==> config.mk <==
export PLATFORM = sky130hd
export DESIGN_NAME = alu_multicycle
export DESIGN_NICKNAME = d
export VERILOG_FILES = /design/src/rtl/alu_multicycle.sv
export SDC_FILE = /design/constraint.sdc
export NUM_CORES = 1
export LEC_CHECK = 0
export ABC_AREA = 1
export CELL_PAD_IN_SITES_DETAIL_PLACEMENT = 0
export CELL_PAD_IN_SITES_GLOBAL_PLACEMENT = 1
export CORE_MARGIN = 5
export CORE_UTILIZATION = 46
export CTS_CLUSTER_SIZE = 40
export DETAILED_ROUTE_END_ITERATION = 10
export DONT_BUFFER_PORTS = 1
export GPL_TIMING_DRIVEN = 0
export PLACE_DENSITY_LB_ADDON = 0.1
export REMOVE_ABC_BUFFERS = 1
export SLEW_MARGIN = 10
export SYNTH_ARGS = -nofsm -noshare
export SYNTH_HDL_FRONTEND = slang
export SYNTH_SLANG_ARGS = --single-unit
==> constraint.sdc <==
create_clock -name clk_i -period 2.9 [get_ports clk_i]
set_clock_uncertainty 0.05 [all_clocks]
set_input_delay 0.435 -clock clk_i [delete_from_list [all_inputs] [get_ports clk_i]]
set_output_delay 0.435 -clock clk_i [all_outputs]
set_load 0.01 [all_outputs]
==> src/rtl/alu_multicycle.sv <==
// Execute-stage ALU: single-cycle logic/arithmetic ops plus an iterative
// shift-add multiplier that holds busy_o while it runs.
module alu_multicycle #(
    parameter int DATA_W = 32
) (
    input  logic              clk_i,
    input  logic              rst_i,
    input  logic              start_i,
    input  logic [3:0]        ctrl_i,
    input  logic [DATA_W-1:0] src1_i,
    input  logic [DATA_W-1:0] src2_i,
    output logic [DATA_W-1:0] result_o,
    output logic              zero_o,
    output logic              valid_o,
    output logic              busy_o
);

    localparam int CNT_W = (DATA_W > 1) ? $clog2(DATA_W) : 1;

    localparam logic [0:0] IDLE = 1'b0;
    localparam logic [0:0] MUL  = 1'b1;

    localparam logic [3:0] OP_AND  = 4'b0000;
    localparam logic [3:0] OP_OR   = 4'b0001;
    localparam logic [3:0] OP_ADD  = 4'b0010;
    localparam logic [3:0] OP_SUB  = 4'b0110;
    localparam logic [3:0] OP_SLT  = 4'b0111;
    localparam logic [3:0] OP_MULT = 4'b1000;

    logic [0:0]        state;
    logic [DATA_W-1:0] mcand;
    logic [DATA_W-1:0] mplier;
    logic [DATA_W-1:0] acc;
    logic [CNT_W-1:0]  count;
    logic [DATA_W-1:0] alu_out;
    logic [DATA_W-1:0] acc_next;

    always_comb begin
        alu_out = '0;
        case (ctrl_i)
            OP_AND:  alu_out = src1_i & src2_i;
            OP_OR:   alu_out = src1_i | src2_i;
            OP_ADD:  alu_out = src1_i + src2_i;
            OP_SUB:  alu_out = src1_i - src2_i;
            OP_SLT:  alu_out = {{(DATA_W-1){1'b0}}, ($signed(src1_i) < $signed(src2_i))};
            default: alu_out = '0;
        endcase
    end

    // The final iteration's partial product goes straight to result_o,
    // so the accumulator never needs a separate write-back cycle.
    assign acc_next = acc + (mplier[0] ? mcand : '0);
    assign busy_o   = (state == MUL);

    always_ff @(posedge clk_i or negedge rst_i) begin
        if (!rst_i) begin
            state    <= IDLE;
            mcand    <= '0;
            mplier   <= '0;
            acc      <= '0;
            count    <= '0;
            result_o <= '0;
            zero_o   <= 1'b1;
            valid_o  <= 1'b0;
        end else begin
            valid_o <= 1'b0;
            case (state)
                IDLE: begin
                    if (start_i) begin
                        if (ctrl_i == OP_MULT) begin
                            mcand  <= src1_i;
                            mplier <= src2_i;
                            acc    <= '0;
                            count  <= CNT_W'(DATA_W - 1);
                            state  <= MUL;
                        end else begin
                            result_o <= alu_out;
                            zero_o   <= (alu_out == '0);
                            valid_o  <= 1'b1;
                        end
                    end
                end
                MUL: begin
                    if (count == '0) begin
                        result_o <= acc_next;
                        zero_o   <= (acc_next == '0);
                        valid_o  <= 1'b1;
                        state    <= IDLE;
                    end else begin
                        acc    <= acc_next;
                        mcand  <= mcand << 1;
                        mplier <= mplier >> 1;
                        count  <= count - 1'b1;
                    end
                end
                default: state <= IDLE;
            endcase
        end
    end

endmodule

# Word level (Yosys, flattened, before mapping)
# Cells that the tools add are included.
# op_classes
bitwise	3
n_mux	34
n_eq_ne	10
magnitude_cmp	1
reduce_logical	6
add_sub_neg	4
# op_table
op	n
$mux 32	13
$pmux 32 s2	4
$pmux 32 s5	1
$add 32x32->32	2
$logic_not 32->1	2
$and 32x32->32	1
$lt 32x32->1	1
$or 32x32->32	1
$sub 32x32->32	1
$mux 5	3
$pmux 5 s2	1
$mux 1	9
$eq 4x3->1 const B	2
$ne 2x2->1 const B	4
$pmux 1 s2	3
$reduce_and 3->1	2
$logic_not 5->1	1
$sub 5x1->5 const B	1
$eq 4x1->1 const B	1
$eq 4x2->1 const B	1
$eq 4x4->1 const B	1
$logic_not 4->1	1
$ne 2x1->1 const B	1
$not 1->1	1
# word_totals
word_cells	66
output_inout_bits	35
reg_bits	136
inputBits	71

# Longest topological paths before layout
# logic_depth
ltp_word	6
ltp_mapped	24
ltp_nobuf	23

# Worst setup path before layout
# OpenSTA, ideal clock, no wires.
# synth_path
path_type	register to register
from	register mplier[0]
to	register zero_o
setup_slack_ns	0.300
arrival_time_ns	2.490
path_stages_with_launch	23
period_less_slack_ns	2.600
required_ns	2.790
setup_ns	0.060
n_path_buf	1
cell_sequence	dfrtp_1 -> clkbuf_1 -> nand2_1 -> inv_1 -> ha_1 -> fa_1 -> nand2_1 -> nand3_1 -> nand3_1 -> nand2_1 -> a21boi_2 -> inv_1 -> nand2_1 -> nand2_1 -> nand2_1 -> nand2_1 -> nor2_1 -> nand4_1 -> nor2_1 -> nand2_1 -> nand2_1 -> nand2_1 -> nand2_1
# synth_via
elab_chain_len	5
# synth_rtl
element	line	rtl
start, declared	32	logic [DATA_W-1:0] mplier;
start signal, assigned	72	mplier <= src2_i;
start signal, assigned	92	mplier <= mplier >> 1;
$mux 32	52	assign acc_next = acc + (mplier[0] ? mcand : '0);
$add 32x32->32	52	
$logic_not 32->1	86	zero_o <= (acc_next == '0);
$mux 1	84	if (count == '0) begin
$pmux 1 s2	67	case (state)
end signal, assigned	78	zero_o <= (alu_out == '0);
end signal, assigned	86	
end, declared	13	output logic zero_o,
# Every way passes these cells. The select of a mux whose other input is x is not followed.
# A chain may end at the register's enable or synchronous reset.

# Final worst setup path
# Ends and elaborated chain as after synthesis.

==> results.md <==
* Setup Crit Path Kind: flip-flop to flip-flop
* Unique cell type count in the Yosys netlist at 46
* Fin. max-slew vios at 0
* IO Count at 106
* # setup viols final at 1
* Input/output buffers at 0
* All-Layer GR Usage at between 30% and 40%
* First-pass GRT wire length at 83.1 mm
* Setup TNS at -0.123 ns
* Area Overhead vs Synth at 11.0%
* Row cnt at 65
* Crit-path max FO at 4
* Status: finished, violations left
* Final WL at ~55 mm
* N_diodes at 0
* Multi-input logic area at between 9000 and 10,000 um2
* Global route overflow at 0
* Post-synthesis register bit count at 136
* Register area share after synthesis at 23.4%
* Initial Util at 46.4%
* Crit path launch type: flip-flop
* Final Hold Viols at 136
* Via density per instance at 5.54
* Core ar. at 31,400 um2
* Async S/R FF share, synth at 100%
* Vias in the first global route at 14,600
* Drt wl/cell at between 15 and 20 um
* Clock Sinks at 136
* CTS tree: built
* Filler instances at 3,326
* Final worst setup slack at -0.123 ns
* WP data arrival at 3.36 ns
* Register area at about 3400 um2
* Layout cells sized above 1 at under 10%
* Root Buffer: clkbuf_16
* CTS buffer count at 17
* Top_reg_cell synth: dfrtp_1
* Element type at the critical path end: flip-flop
* Lkg Pwr at between 8 and 9 nW
* Max_cap viols at 0
* Failing checks: hold timing, setup timing
* Mapped Area at 14,600 um2
* Register-to-Register Path Depth at 21
* Die Area at 35,400 um2
* Die span in y at 188 um
* Starting DRT DRC Count at 1,399
* Worst R2R Start: mplier[0]
* Gpl congestion at 1.03
* Die width at 188 um
* H-tree levels at 4
* Max-slew headroom at 10.2%
* Crit path required time at 3.24 ns
* Final worst path period share at 104%
* Pre-Repair DR Iteration Count at 6
* PwrDens at 953 nW/um2
* Avg Inst Size Synth at 6.03 um2
* VDD IR max at 0.584 mV
* Vias at 15,500
* Largest net degree at the start of global routing at 137
* Worst hold path class: input port to asynchronous set/reset pin
* Ys Warns at 0
* Slew of the pin with the lowest slew margin at 1.34 ns
* Post-synth EDFFs at 0
* Clock transition at path regs at around 0.060 ns
* Fmax at 331 MHz
* Crit path time final at 3.02 ns
* Hold slack at -0.371 ns
* Nets at 2,585
* Reg-to-reg slack, setup at -0.12 ns
* Setup repair after global routing missed its margin: true
* Clock Path Buffers at 2
* Initial antenna violation count at 0
* Later-pin clock latency in the skew report at 0.45 ns
* RR Endpoint: zero_o
* Synth Instances at 2,417
* Detail Route Antenna Nets at 0
* Dpl hpwl at roughly 43 mm
* Drt drc at 0
-- Yosys cell counts (all sizes together), types with 2 or more instances --
master  instances  share of area [%]
nor2          267                7.4
ha            132                 11
o211ai          6               0.31
and2            4               0.17
inv           390                 10
clkbuf         41                1.1
o21ai          87                3.0
a21o            2               0.10
and3            2              0.086
dfrtp         135                 23
nand4          30                1.3
buf            43                1.7
nand3b         19               0.98
or2             6               0.26
o21bai          7               0.39
xnor2           2               0.12
a31oi          64                2.7
a21boi          2               0.13
xor2            9               0.54
nor3           25                1.0
a21oi         127                4.6
clkinv          2              0.052
nand2         762                 20
fa              3               0.41
o22ai          46                2.0
nand3         198                6.9
-- stage by stage --
| step | instances | utilization, % | cell area, um2 | power (mW) | setup WS [ns] |
|---|---|---|---|---|---|
| 6_report | 2793 | 51.6 | 16200 | 15.4 | -0.123 |
| 5_1_grt | 2793 | 51.6 | 16200 | 16.7 | -0.255 |
| 4_1_cts | 2782 | 50.2 | 15800 | 14.5 | -0.164 |
| 3_5_place_dp | 2741 | 47.3 | 14800 | 11.6 | -1.01 |
| 3_3_place_gp | 2735 | 46.7 | 14700 | 11.4 | -8.11 |
| 2_1_floorplan | 2333 | - | 14200 | 9.20 | -3.61 |
-- critical path, stage by stage (launching register included) --
cell and delay (ns):
dfrtp_4 0.51, nand2_1 0.07, inv_1 0.05, ha_2 0.20
fa_2 0.37, nand2_2 0.11, nand3_4 0.10, nand2_2 0.11
nand2_1 0.07, nand2_1 0.07, nand2_1 0.06, nor2_2 0.09
nand3_1 0.13, nor2_2 0.19, nand3_2 0.11, nor2_2 0.12
nand4_1 0.10, nor2_1 0.18, nand2_1 0.09, nand2_1 0.07
nand2_1 0.04, nand2_1 0.06
-- layout make-up --
| cell class | instances | area share (%) |
|---|---|---|
| clock buffers | 20 | 2.76 |
| clock inverters | 11 | 0.765 |
| inverters | 392 | 9.16 |
| multi-input cells | 1806 | 60.8 |
| flip-flops and latches | 136 | 21.1 |
| well taps | 402 | 3.11 |
| repair buffers | 26 | 2.34 |
-- how the worst max path moves through the flow --
stage | startpoint | endpoint | slack (ns) | cells past startpoint
2_1_floorplan | busy_o | count[4] | -3.61 | 8
3_3_place_gp | busy_o | count[4] | -8.11 | 8
3_5_place_dp | mplier[0] | zero_o | -1.01 | 20
4_1_cts | mplier[0] | zero_o | -0.16 | 21
5_1_grt | mplier[0] | zero_o | -0.25 | 20
6_report | mplier[0] | zero_o | -0.12 | 21
-- layer usage --
metal	track usage, %	part of all wire (%)	vias to the layer above
li1	-	-	7636
met1	41.8	46	7254
met2	49.7	46	492
met3	3.70	5.4	89
met4	8.33	2.8	0
met5	0	0	-
-- power by group --
part	internal [mW]	leakage (nW)	total, mW	switching (mW)
clock	1.28	0.273	2.20	0.913
combinational	3.44	6.63	9.64	6.19
sequential	2.78	1.58	3.59	0.814
-- cell families after synthesis --
kind of cell | share of synthesized area, %
adders and majority gates | 11.7
xor gates and xnor gates | 0.661
DFF | 23.4
AOI/OAI and AO/OA | 13.4
buffers and inverters | 12.9
and+or+nand+nor | 38.0
-- repair_timing --
action / CTS / global route
setup endpoints to repair: 116 / 24
setup buffers: 7 / 11
cloned: 3 / 0
gates resized for setup: 50 / 82
hold endpoints to repair: 136 / 136
pin swaps: 6 / 26
-- state kept, by name, indices dropped and copies added, names as in the netlist --
| signal | flops |
|---|---|
| acc | 32 |
| busy_o | 1 |
| count | 5 |
| mcand | 32 |
| mplier | 32 |
| result_o | 32 |
| valid_o | 1 |
| zero_o | 1 |
-- layout by cell type, fill, tap and decap left out, types with 8 or more instances in the layout --
cell type and count:
dfrtp_1 133, a31oi_1 64, inv_2 8, o21ai_0 74, clkbuf_16 17, nor3_2 9, nor2_2 25, nand4_1 30
inv_1 379, xor2_1 8, a21oi_2 20, nand3_2 9, nand2_2 26, nand3b_1 19, ha_1 114, nor3_1 14
a21oi_1 104, nor2_1 231, buf_4 15, nor2_4 11, nand3_1 187, nand2_1 731, o22ai_1 46, ha_4 11
o21ai_1 13
Note: power is estimated with default switching activity, not from simulation.
